File: src/rtl/draw_pkg.sv
// Shared drawing constants and scan-position type for the tile renderers.
package draw_pkg;

    localparam int CIDX_W = 4;
    localparam int POS_W  = 10;

    localparam logic [CIDX_W-1:0] BG_IDX     = 4'h0;
    localparam logic [CIDX_W-1:0] TRANSP_IDX = 4'h0;
    localparam logic [CIDX_W-1:0] CURSOR_IDX = 4'hF;

    typedef struct packed {
        logic [POS_W-1:0] x;
        logic [POS_W-1:0] y;
    } scan_pos_t;

endpackage

File: src/rtl/scan_counter.sv
// Wrap counter 0..MAX advancing when en is high; done flags the terminal count.
// Zero latency on done; no backpressure.
module scan_counter #(
    parameter int W   = 10,
    parameter int MAX = 799
) (
    input  logic         clk,
    input  logic         reset,
    input  logic         en,
    output logic [W-1:0] count,
    output logic         done
);

    assign done = (count == W'(MAX));

    always_ff @(posedge clk or posedge reset) begin
        if (reset) begin
            count <= '0;
        end else if (en) begin
            count <= done ? '0 : count + W'(1);
        end
    end

endmodule

File: src/rtl/door_grid_renderer.sv
// Draws a grid of open/closed door sprites with an optional cursor outline; 2 clk from scan
// position to color_idx, sprite_addr/sprite_sel track the live scan position; no backpressure.
module door_grid_renderer
    import draw_pkg::*;
#(
    parameter int H_TOTAL   = 800,
    parameter int V_TOTAL   = 525,
    parameter int ORIGIN_X  = 184,
    parameter int ORIGIN_Y  = 128,
    parameter int TILE_W    = 112,
    parameter int TILE_H    = 156,
    parameter int GRID_COLS = 4,
    parameter int GRID_ROWS = 1,
    parameter int CIDX_W    = draw_pkg::CIDX_W,
    parameter int BORDER    = 2,
    parameter int AW        = $clog2(TILE_W*TILE_H),
    parameter int IW        = (GRID_COLS*GRID_ROWS > 1) ? $clog2(GRID_COLS*GRID_ROWS) : 1
) (
    input  logic                           clk,
    input  logic                           reset,
    input  logic [GRID_COLS*GRID_ROWS-1:0] tile_open,
    input  logic                           cursor_en,
    input  logic [IW-1:0]                  cursor_idx,
    output logic [AW-1:0]                  sprite_addr,
    output logic                           sprite_sel,
    input  logic [CIDX_W-1:0]              sprite_data,
    output logic [CIDX_W-1:0]              color_idx,
    output logic [9:0]                     pix_x,
    output logic [9:0]                     pix_y,
    output logic                           frame_start
);

    localparam logic [9:0] X0    = 10'(ORIGIN_X);
    localparam logic [9:0] X1    = 10'(ORIGIN_X + GRID_COLS*TILE_W);
    localparam logic [9:0] Y0    = 10'(ORIGIN_Y);
    localparam logic [9:0] Y1    = 10'(ORIGIN_Y + GRID_ROWS*TILE_H);
    localparam logic [9:0] TW_M1 = 10'(TILE_W - 1);
    localparam logic [9:0] TH_M1 = 10'(TILE_H - 1);
    localparam logic [9:0] BW    = 10'(BORDER);
    localparam logic [9:0] TW_B  = 10'(TILE_W - BORDER);
    localparam logic [9:0] TH_B  = 10'(TILE_H - BORDER);

    if (ORIGIN_X + GRID_COLS*TILE_W > H_TOTAL) begin : g_bad_x
        $error("door grid extends past H_TOTAL");
    end
    if (ORIGIN_Y + GRID_ROWS*TILE_H > V_TOTAL) begin : g_bad_y
        $error("door grid extends past V_TOTAL");
    end

    logic [9:0] x, y;
    logic       x_done, y_done;

    scan_counter #(.W(10), .MAX(H_TOTAL - 1)) u_x (
        .clk   (clk),
        .reset (reset),
        .en    (1'b1),
        .count (x),
        .done  (x_done)
    );

    scan_counter #(.W(10), .MAX(V_TOTAL - 1)) u_y (
        .clk   (clk),
        .reset (reset),
        .en    (x_done),
        .count (y),
        .done  (y_done)
    );

    // Tile-local state for the pixel currently on the scan counters.
    // row_tile holds row*GRID_COLS so the tile index needs only an adder.
    logic [9:0]    tx, ty;
    logic [IW-1:0] col, row_tile;
    logic [AW-1:0] row_base;

    logic [GRID_COLS*GRID_ROWS-1:0] open_q;
    logic                           cur_en_q;
    logic [IW-1:0]                  cur_idx_q;

    logic          in_x, in_y, in_grid, h_adv, v_adv, frame_end, edge_hit;
    logic [IW-1:0] tile;
    logic [9:0]    x_n, y_n, tx_n, ty_n;
    logic [IW-1:0] col_n, row_tile_n, tile_n;
    logic [AW-1:0] addr_n, row_base_n;
    logic [GRID_COLS*GRID_ROWS-1:0] open_n;
    logic          in_grid_n, sel_n;

    assign in_x      = (x >= X0) && (x < X1);
    assign in_y      = (y >= Y0) && (y < Y1);
    assign in_grid   = in_x && in_y;
    assign h_adv     = in_grid && (x != X1 - 10'd1);
    assign v_adv     = in_y && (y != Y1 - 10'd1);
    assign frame_end = x_done && y_done;
    assign tile      = row_tile + col;
    assign edge_hit  = (tx < BW) || (tx >= TW_B) || (ty < BW) || (ty >= TH_B);

    assign x_n       = x_done ? '0 : x + 10'd1;
    assign y_n       = x_done ? (y_done ? '0 : y + 10'd1) : y;
    assign in_grid_n = (x_n >= X0) && (x_n < X1) && (y_n >= Y0) && (y_n < Y1);

    always_comb begin
        tx_n       = '0;
        col_n      = '0;
        addr_n     = row_base;
        ty_n       = ty;
        row_tile_n = row_tile;
        row_base_n = row_base;
        if (h_adv) begin
            if (tx == TW_M1) begin
                col_n = col + IW'(1);
            end else begin
                tx_n   = tx + 10'd1;
                col_n  = col;
                addr_n = sprite_addr + AW'(1);
            end
        end
        if (x_done) begin
            if (v_adv && ty == TH_M1) begin
                ty_n       = '0;
                row_tile_n = row_tile + IW'(GRID_COLS);
                row_base_n = '0;
            end else if (v_adv) begin
                ty_n       = ty + 10'd1;
                row_base_n = row_base + AW'(TILE_W);
            end else begin
                ty_n       = '0;
                row_tile_n = '0;
                row_base_n = '0;
            end
            addr_n = row_base_n;
        end
    end

    // The select for the first pixel of a frame must already see the new snapshot.
    assign open_n = frame_end ? tile_open : open_q;
    assign tile_n = row_tile_n + col_n;
    assign sel_n  = in_grid_n && open_n[tile_n];

    scan_pos_t s1_pos;
    logic      s1_grid, s1_border, s1_fs;

    always_ff @(posedge clk or posedge reset) begin
        if (reset) begin
            tx          <= '0;
            ty          <= '0;
            col         <= '0;
            row_tile    <= '0;
            row_base    <= '0;
            sprite_addr <= '0;
            sprite_sel  <= 1'b0;
            open_q      <= '0;
            cur_en_q    <= 1'b0;
            cur_idx_q   <= '0;
            s1_pos      <= '0;
            s1_grid     <= 1'b0;
            s1_border   <= 1'b0;
            s1_fs       <= 1'b0;
            color_idx   <= '0;
            pix_x       <= '0;
            pix_y       <= '0;
            frame_start <= 1'b0;
        end else begin
            tx          <= tx_n;
            ty          <= ty_n;
            col         <= col_n;
            row_tile    <= row_tile_n;
            row_base    <= row_base_n;
            sprite_addr <= addr_n;
            sprite_sel  <= sel_n;
            if (frame_end) begin
                open_q    <= tile_open;
                cur_en_q  <= cursor_en;
                cur_idx_q <= cursor_idx;
            end
            s1_pos.x  <= x;
            s1_pos.y  <= y;
            s1_grid   <= in_grid;
            s1_border <= cur_en_q && (tile == cur_idx_q) && edge_hit;
            s1_fs     <= (x == 10'd0) && (y == 10'd0);
            if (!s1_grid) begin
                color_idx <= CIDX_W'(BG_IDX);
            end else if (s1_border) begin
                color_idx <= CIDX_W'(CURSOR_IDX);
            end else if (sprite_data == CIDX_W'(TRANSP_IDX)) begin
                color_idx <= CIDX_W'(BG_IDX);
            end else begin
                color_idx <= sprite_data;
            end
            pix_x       <= s1_pos.x;
            pix_y       <= s1_pos.y;
            frame_start <= s1_fs;
        end
    end

endmodule

File: config.mk
export PLATFORM = sky130hd
export DESIGN_NAME = door_grid_renderer
export DESIGN_NICKNAME = d
export VERILOG_FILES = /design/src/rtl/draw_pkg.sv /design/src/rtl/scan_counter.sv /design/src/rtl/door_grid_renderer.sv
export SDC_FILE = /design/constraint.sdc
export NUM_CORES = 1
export LEC_CHECK = 0
export CAP_MARGIN = 25
export CORE_UTILIZATION = 35
export CTS_BUF_LIST = sky130_fd_sc_hd__clkbuf_8 sky130_fd_sc_hd__clkbuf_16
export CTS_CLUSTER_SIZE = 20
export DETAILED_ROUTE_END_ITERATION = 10
export GPL_ROUTABILITY_DRIVEN = 0
export PLACE_DENSITY_LB_ADDON = 0.25
export SLEW_MARGIN = 0
export SYNTH_ARGS = -nofsm -noshare
export SYNTH_HDL_FRONTEND = slang
export SYNTH_SLANG_ARGS = --single-unit
File: constraint.sdc
create_clock -name clk -period 5.6 [get_ports clk]
set_input_delay 1.12 -clock clk [delete_from_list [all_inputs] [get_ports clk]]
set_output_delay 1.12 -clock clk [all_outputs]
set_load 0.02 [all_outputs]
==> results of run 1 <==
==> power by group through the flow <==
stage | registers, mW | logic [mW] | clock network (mW)
floorplan | 0.960 | 0.0182 | 0
global placement | 0.961 | 0.0345 | 0
detailed placement | 0.961 | 0.0349 | 0
CTS | 0.944 | 0.0350 | 1.07
global route | 0.944 | 0.0385 | 1.11
finish | 0.944 | 0.0328 | 1.04
==> sequential cells by signal, indices dropped and copies added, names as in the netlist, 4 cells and up <==
register,flops
s1_pos,20
ty,10
pix_x,10
open_q,4
u_y.count,10
tx,10
pix_y,10
u_x.count,10
color_idx,4
sprite_addr,15
row_base,15
==> critical path: cells and delay by family, from the launching register on <==
family                     cells  cell delay, ns
muxes                          1            0.10
and+or+nand+nor                3            1.50
AOI/OAI and AO/OA              3            0.76
DFF                            1            0.47
adders and majority gates      1            0.21
xor gates and xnor gates       1            0.18
==> per-layer routing <==
metal	global-route usage (%)	part of all wire, %	vias to the layer above	wire length [µm]
li1	-	-	1938	-
met1	18.6	45	1959	5070
met5	0	0	-	0
met4	7.27	2.0	0	221
met2	24.5	50	76	5610
met3	4.57	3.4	17	388
==> logic make-up (layout without fill, tap and decap cells) <==
| group | Yosys count | count (layout) | synth area share, % |
|---|---|---|---|
| adder cells (fa/ha/maj) | 10 | 10 | 2.23 |
| AO/OA/AOI/OAI | 83 | 83 | 9.31 |
| multiplexers | 18 | 18 | 3.52 |
| buffers and inverters | 34 | 106 | 2.50 |
| XOR/XNOR | 42 | 42 | 6.55 |
| AND/OR/NAND/NOR | 200 | 200 | 18.0 |
| flip-flops | 130 | 130 | 57.9 |
==> stage by stage <==
stage	power [mW]	instances	hold slack [ns]	worst slack, ns
final	2.02	800	0.346	2.28
after global placement	0.995	767	0.332	2.36
after floorplan	0.979	517	0.331	1.01
after global routing	2.09	800	0.351	1.94
after CTS	2.05	799	0.348	2.24
after detailed placement	0.996	767	0.335	2.26
==> layout make-up <==
type	instances	area, µm²
clock buffer	22	494
clock inverter	10	73.8
fill	1442	8470
inverter	17	66.3
multi-input combinational	353	2220
sequential	130	3250
tap	211	264
timing repair buffer	57	581
==> layout by cell type, fill, tap and decap left out, types with 5 or more instances in the layout <==
master	instances
dfrtp_1	130
clkdlybuf4s50_1	53
nor2_1	51
nand2_1	43
o21ai_0	34
nand3_1	28
xnor2_1	23
xor2_1	19
clkbuf_16	17
inv_1	16
nand4_1	15
mux2_2	14
nor3_1	12
and3_1	11
a21oi_1	10
ha_1	10
or3_1	9
and2_1	7
o21a_1	6
a31oi_1	5
clkbuf_8	5
==> path summary, 6_finish.rpt <==
path,to,start
setup / recovery,sprite_sel$_DFF_PP0_,u_x.count[5]$_DFF_PP0_
hold / removal,pix_x[7]$_DFF_PP0_,s1_pos[17]$_DFF_PP0_
setup reg to reg,sprite_sel$_DFF_PP0_,u_x.count[5]$_DFF_PP0_
hold reg to reg,pix_x[7]$_DFF_PP0_,s1_pos[17]$_DFF_PP0_
max in group asynchronous,s1_border$_DFF_PP0_,reset
min in group asynchronous,pix_y[1]$_DFF_PP0_,reset
==> flow_metrics.tcl, run 1 <==
set metrics [dict create \
    status "finished clean" \
    nNetsFinal 599 \
    cts_tree "done" \
    drc_errors 0 \
    max-slew-margin-rel_pct 35.7 \
    pwr-share-seq_pct 46.7 \
    netlist-cell-type-count 49 \
    worstPathRequired_ns 5.92 \
    fin_setup_tns_ns 0 \
    cp_slowest_stage_delay_ns 0.77 \
    grt_pass1_wl_mm 19.4 \
    rsz0062_at_grt "false" \
    internal_power_mw 1.58 \
    cp-start-kind "flop" \
    io_pins 54 \
    io_buffers 53 \
    stdcell_area_um2 6950 \
    die_h_um 129 \
    rows 45 \
    syn_inst 517 \
    p_comb_share_pct 1.6 \
    synth_top_flop_cell "dfrtp_1" \
    ant_nets 0 \
    setup_viol 0 \
    wl_per_cell_um 14.1 \
    worstSetupPathType "flop to flop" \
    area_growth_pct 23.8 \
    cp_common_cell "or3_1" \
    syn_area_per_cell_um2 10.9 \
    first_pass_iters 5 \
    crit_slowest_cell "or3_1" \
    n_antenna_cell 0 \
    hold_class "flop to flop" \
    die_w_um 129 \
    synthTopCellsByArea "dfrtp_1 58%, xnor2_1 3.6%, nor2_1 3.4%, o21ai_0 3.0%, xor2_1 3.0%" \
    drv_cap 0 \
    end_kind "flop" \
    grt_pass1_vias 3992 \
    grt_max_degree 74 \
    ys_async_sr_fraction_pct 100 \
    p_per_area_nw_per_um2 291 \
    insertion_delay_ns 0.42 \
    first_iter_violations 260 \
    clockPowerShare_pct 51.7 \
    dpl-instance-area_um2 6360 \
    clkSinkCount 130 \
    vias 3990 \
    die_area_um2 16600 \
    ys_warn_count 0 \
    cts_resized 0 \
    p_sw_mw 0.441 \
    syn_nets 540 \
    synth_top_area_share_pct 57.9 \
    cp.arrival_ns 3.64 \
    worstMarginPinSlew_ns 0.965 \
    regToRegSetupSlack_ns 2.28 \
    synth_common_cells "130 x dfrtp_1, 51 x nor2_1, 43 x nand2_1, 34 x o21ai_0, 28 x nand3_1" \
    ys_seq_area_share_pct 57.9 \
    drt_wl_total_mm 11.3 \
    track_usage_pct 15.2 \
    netSwitchingFraction_pct 21.8 \
    synth_top_area_cell "dfrtp_1" \
    synth_edf_count 0 \
    period_minus_slack_ns 3.32 \
    worstPathMaxFanout 28 \
    postLayoutCoreUtil_pct 45.1 \
    postCtsSetupRepairBufs 0 \
    avgViaCountPerCell 4.99 \
    htree_levels 4 \
    synth_seq_cells 130 \
    holdBufCountCts 0 \
    ir_drop_mv 0.263 \
    cts.path.max_buffers 2 \
    maxSlewViolCount 0 \
    final_hold_viol_count 0 \
    cts-root-buf "clkbuf_16" \
    min_path_cells 0 \
    core_um2 15400 \
    yosysMostFrequentCell "dfrtp_1" \
    finClkSkew_ns 0.00924 \
    cts.reportedPaths.clkPinSlew_ns 0.06 \
    syn-cell-area_um2 5620 \
    fmax_ghz 0.302 \
    cp_cell_sequence "or3_1 > or3_1 > o21a_1 > ha_1 > o211a_1 > a311oi_1 > xnor2_1 > mux2i_1 > nor4_1" \
    grt_overflow 0 \
    cts_buffers 17 \
    start_util_pct 36.4 \
    antenna_found_initial 0 \
    min_period_over_period_pct 59.2 \
    drive_above_1_share_pct 9.68 \
    leakage_nw 3.09 \
    dp_hpwl_mm 7.58 \
    rr_worst_depth 9 \
]
Note: power is estimated with default switching activity, not from simulation.
==> run 2: changes to the inputs <==
- clock period: 5.6 -> 2.9 ns (I/O delays scaled with it)
==> run 2 against run 1 <==
  * Clock skew decreased by 0.0017 ns
  * Final cell count grew 3.0%
  * Total power increased by 110%
  * Register-to-register slack got worse by 2.2 ns
  * Sequential power rose by 93%
  * Critical path depth rose by 1
  * Non-clock buffer count rose by 24
  * Die area stayed put
  * Routed wire length up 6.3%
  * Largest cell class unchanged
==> flow_metrics.tcl, run 2 (synthesis results as in run 1) <==
set metrics [dict create \
    status "finished clean" \
    cts_buffers 17 \
    cp_cell_sequence "buf_4 > or3_4 > or3_4 > o21a_1 > ha_2 > o211a_1 > a311oi_1 > xnor2_1 > mux2i_1 > nor4_1" \
    max-slew-margin-rel_pct 68.2 \
    worstPathMaxFanout 6 \
    drv_cap 0 \
    finClkSkew_ns 0.00754 \
    crit_slowest_cell "dfrtp_2" \
    worstPathRequired_ns 3.19 \
    fmax_ghz 0.361 \
    cp.arrival_ns 3.06 \
    io_pins 54 \
    start_util_pct 36.4 \
    die_w_um 129 \
    first_pass_iters 5 \
    maxSlewViolCount 0 \
    worstSetupPathType "flop to flop" \
    critPathTopFamily "simple AND/OR/NAND/NOR gates" \
    nNetsFinal 623 \
    period_minus_slack_ns 2.77 \
    grt_overflow 0 \
    cp.depth 10 \
    end_kind "flop" \
    rows 45 \
    top_regs "s1_pos x20, row_base x15, sprite_addr x15" \
    ir_drop_mv 0.402 \
    leakage_nw 3.23 \
    stdcell_area_um2 7230 \
    largest_register_ffs 20 \
    setup_viol 0 \
    rr_worst_depth 10 \
    grt_pass1_wl_mm 19.9 \
    ant_nets 0 \
    die_h_um 129 \
    vias 4080 \
    first_iter_violations 372 \
    dp_hpwl_mm 8.08 \
    grt_max_degree 68 \
    antenna_found_initial 0 \
    multi_input_area_um2 2250 \
    holdBufCountCts 0 \
    core_um2 15400 \
    grt_pass1_vias 4030 \
    dpl-instance-area_um2 6530 \
    avgViaCountPerCell 4.95 \
    area_growth_pct 28.7 \
    cp_slowest_stage_delay_ns 0.45 \
    min_path_cells 0 \
    final_common_cell "dfrtp_1" \
    drc_errors 0 \
    htree_levels 4 \
    min_period_over_period_pct 95.6 \
    nFillCells 1406 \
    cts_tree "done" \
    insertion_delay_ns 0.41 \
    io_buffers 53 \
    cts-root-buf "clkbuf_16" \
    die_area_um2 16600 \
    p_per_area_nw_per_um2 574 \
    cts.reportedPaths.clkPinSlew_ns 0.06 \
    regArea_um2 3260 \
    drt_wl_total_mm 12.0 \
    wl_per_cell_um 14.6 \
    hold_class "flop to flop" \
    total_power_mw 4.15 \
    drive_above_1_share_pct 14.7 \
    cp_common_cell "or3_4" \
    cts.path.max_buffers 2 \
    clkSinkCount 130 \
    cp_num_buf_inv 1 \
    cp-start-kind "flop" \
    final_hold_viol_count 0 \
    largest_register "s1_pos" \
    worstMarginPinSlew_ns 0.473 \
    layout_common_cells "125 x dfrtp_1, 53 x clkdlybuf4s50_1, 50 x nor2_1" \
    n_antenna_cell 0 \
    track_usage_pct 15.5 \
]
-- run 2: cell type report --
type / count / area share (%)
multi-input cells: 353 / 31.1
inverters: 17 / 0.935
well taps: 211 / 3.65
clock buffers: 18 / 6.08
flip-flops and latches: 130 / 45.1
clock inverters: 14 / 2.61
repair buffers: 81 / 10.5
-- run 2: stage by stage --
stage / cells / setup WS [ns] / utilization (%) / TNS (ns) / hold slack, ns
finish: 824 / 0.128 / 46.8 / 0 / 0.346
global route: 824 / -0.0333 / 46.8 / -0.0333 / 0.352
CTS: 819 / 0.00112 / 46.4 / 0 / 0.347
detailed placement: 787 / -0.0197 / 42.3 / -0.0197 / 0.335
global placement: 787 / 0.154 / 42.3 / 0 / 0.333
floorplan: 517 / 0.00878 / - / 0 / 0.331
-- run 2: repair_timing --
action,4_1_cts,5_1_grt
endpoints found under the hold margin,0,0
setup endpoints to repair,1,1
pin swaps,2,8
setup buffers,0,5
resized for setup,3,8
-- run 2: routing by layer --
metal	routed length, µm	global-route usage, %
met1	5700	20.6
met2	5710	24.1
met3	399	3.08
met4	202	7.96
met5	0	0
-- run 2: final timing paths --
kind                                          endpoint  slack (ns)              startpoint
min in group asynchronous       color_idx[1]$_DFF_PP0_        0.64                   reset
worst max register to register    sprite_sel$_DFF_PP0_        0.13  u_x.count[5]$_DFF_PP0_
worst max-delay path              sprite_sel$_DFF_PP0_        0.13  u_x.count[5]$_DFF_PP0_
worst min register to register      pix_y[3]$_DFF_PP0_        0.35     s1_pos[3]$_DFF_PP0_
max in group asynchronous              tx[7]$_DFF_PP0_        1.89                   reset
worst min-delay path                pix_y[3]$_DFF_PP0_        0.35     s1_pos[3]$_DFF_PP0_
-- run 2: worst register-to-register path, stage by stage (launching register included) --
cell and delay (ns):
dfrtp_2 0.45, buf_4 0.14, or3_4 0.40, or3_4 0.38, o21a_1 0.19, ha_2 0.18
o211a_1 0.11, a311oi_1 0.30, xnor2_1 0.18, mux2i_1 0.23, nor4_1 0.07
-- run 2: power breakdown --
group	total (mW)	switching [mW]	internal (mW)
Sequential	1.82	0.00244	1.82
Combinational	0.0680	0.0425	0.0255
Clock	2.25	0.796	1.46
==> run 3: changes to the inputs <==
- CORE_ASPECT_RATIO: not set -> 2
==> run 3 against run 2 <==
  * Clock power rose by 4%
  * First-iteration DRC count decreased by 47%
  * Total power rose by 2.5%
  * Sequential share of layout area shrank 0.50 points
  * Global-route usage increased by 1.4 points
  * Critical endpoint unchanged
  * Critical path depth up 3
  * Core utilization down 0.34 points
  * Sequential power barely moved
  * Routed wire length is 7.4% higher
  * Worst setup slack better by 0.031 ns
==> flow_metrics.tcl, run 3 (synthesis results as in run 1) <==
set metrics [dict create \
    status "finished clean" \
    io_pins 54 \
    drive_above_1_share_pct 15.0 \
    cts.reportedPaths.clkPinSlew_ns 0.06 \
    end_kind "flop" \
    nNetsFinal 629 \
    min_period_over_period_pct 94.5 \
    holdBufCountCts 0 \
    cts_buffers 17 \
    clkSinkCount 130 \
    crit_start "u_x.count[3]$_DFF_PP0_" \
    top_regs "s1_pos x20, row_base x15, sprite_addr x15" \
    grt_max_degree 38 \
    drt_wl_total_mm 12.9 \
    p_per_area_nw_per_um2 582 \
    wl_per_cell_um 15.8 \
    avgViaCountPerCell 5.07 \
    cp.arrival_ns 3.03 \
    hold_class "flop to flop" \
    vias 4151 \
    worstPathMaxFanout 4 \
    cts-root-buf "clkbuf_16" \
    hp-start "s1_pos[14]$_DFF_PP0_" \
    first_pass_iters 4 \
    grt_pass1_wl_mm 21.8 \
    die_w_um 91.6 \
    leakage_nw 3.26 \
    ir_drop_mv 0.406 \
    cts_tree "done" \
    antenna_found_initial 0 \
    insertion_delay_ns 0.41 \
    ant_nets 0 \
    period_minus_slack_ns 2.74 \
    largest_register_ffs 20 \
    setup_viol 0 \
    track_usage_pct 17.0 \
    die_area_um2 16600 \
    grt_pass1_vias 4466 \
    drc_errors 0 \
    worstMarginPinSlew_ns 0.708 \
    worstReg2RegStart "u_x.count[3]$_DFF_PP0_" \
    dpl-instance-area_um2 6600 \
    fmax_ghz 0.365 \
    dp_slack_ns 0.0102 \
    cts.path.max_buffers 2 \
    finalWorstSetupSlack_ns 0.160 \
    n_antenna_cell 0 \
    rsz0062_at_grt "false" \
    rows 65 \
    drv_cap 0 \
    grt_overflow 0 \
    stdcell_area_um2 7300 \
    max-slew-margin-rel_pct 52.7 \
    htree_levels 4 \
    layout_common_cells "128 x dfrtp_1, 53 x clkdlybuf4s50_1, 50 x nor2_1" \
    core_um2 15700 \
    first_iter_violations 196 \
    final_common_cell "dfrtp_1" \
    area_growth_pct 30.0 \
    fin_setup_tns_ns 0 \
    worstPathRequired_ns 3.19 \
    largest_register "s1_pos" \
    start_util_pct 35.8 \
    die_h_um 181 \
    maxSlewViolCount 0 \
    worstSetupPathType "flop to flop" \
    finClkSkew_ns 0.00820 \
    final_hold_viol_count 0 \
    cp-start-kind "flop" \
    io_buffers 53 \
    dp_hpwl_mm 9.32 \
]
run 3: cell types whose count changed in the layout (fill, tap and decap cells not counted), moves of 2 or more:
cell,change
buf_4,+5
clkinvlp_4,+3
dfrtp_1,+3
dfrtp_2,-3
buf_12,+2
clkinv_2,-2
inv_1,-2
run 3: what timing repair did:
item	in CTS	in global routing
endpoints found under the hold margin	0	0
gates resized for setup	2	4
setup buffers	2	1
setup endpoints to repair	1	1
pin swaps	3	5
run 3: final timing paths:
check                                          end  slack (ns)  cells after the start
setup / recovery              sprite_sel$_DFF_PP0_        0.16                     13
hold / removal                  pix_x[4]$_DFF_PP0_        0.34                      0
setup reg to reg              sprite_sel$_DFF_PP0_        0.16                     13
hold reg to reg                 pix_x[4]$_DFF_PP0_        0.34                      0
max in group asynchronous  row_base[7]$_DFFE_PP0N_        1.64                      3
min in group asynchronous       pix_y[3]$_DFF_PP0_        0.63                      2
run 3: per-layer routing:
metal / track usage (%) / share of wire [%] / vias to the layer above
met1: 18.1 / 39 / 2057
met5: 0 / 0 / -
li1: - / - / 1983
met4: 8.25 / 2.2 / 0
met2: 31.0 / 56 / 92
met3: 3.58 / 2.6 / 19
run 3: worst max-delay path, cell delays in order, from the launching register on:
cell	delay, ns
dfrtp_1	0.42
nand3_2	0.10
a211o_1	0.28
a211oi_2	0.29
or2b_1	0.29
nor2_2	0.13
ha_2	0.21
inv_1	0.06
nand2_1	0.06
o21ai_0	0.06
a311oi_1	0.27
xnor2_1	0.18
mux2i_1	0.20
nor4_1	0.06
run 3: stage by stage:
step                      utilization (%)  instances  power (mW)  hold WS [ns]
after CTS                            46.4        818        4.31         0.346
after global placement               42.0        785        1.93         0.332
after detailed placement             42.0        785        1.93         0.335
final                                46.5        819        4.25         0.344
after global routing                 46.5        819        4.39         0.360
after floorplan                         -        517        1.89         0.331
run 3: area by class of cell:
class | count | area (µm²)
timing repair buffer | 87 | 823
sequential | 130 | 3260
clock buffer | 19 | 453
tap | 201 | 251
clock inverter | 12 | 206
fill | 1451 | 8400
multi-input combinational | 353 | 2240
inverter | 17 | 67.6
run 3: power by group:
group / leakage [nW] / internal [mW] / switching (mW)
clock: 0.307 / 1.57 / 0.786
sequential: 1.75 / 1.82 / 0.00261
combinational: 1.21 / 0.0290 / 0.0426
total: 3.26 / 3.42 / 0.831
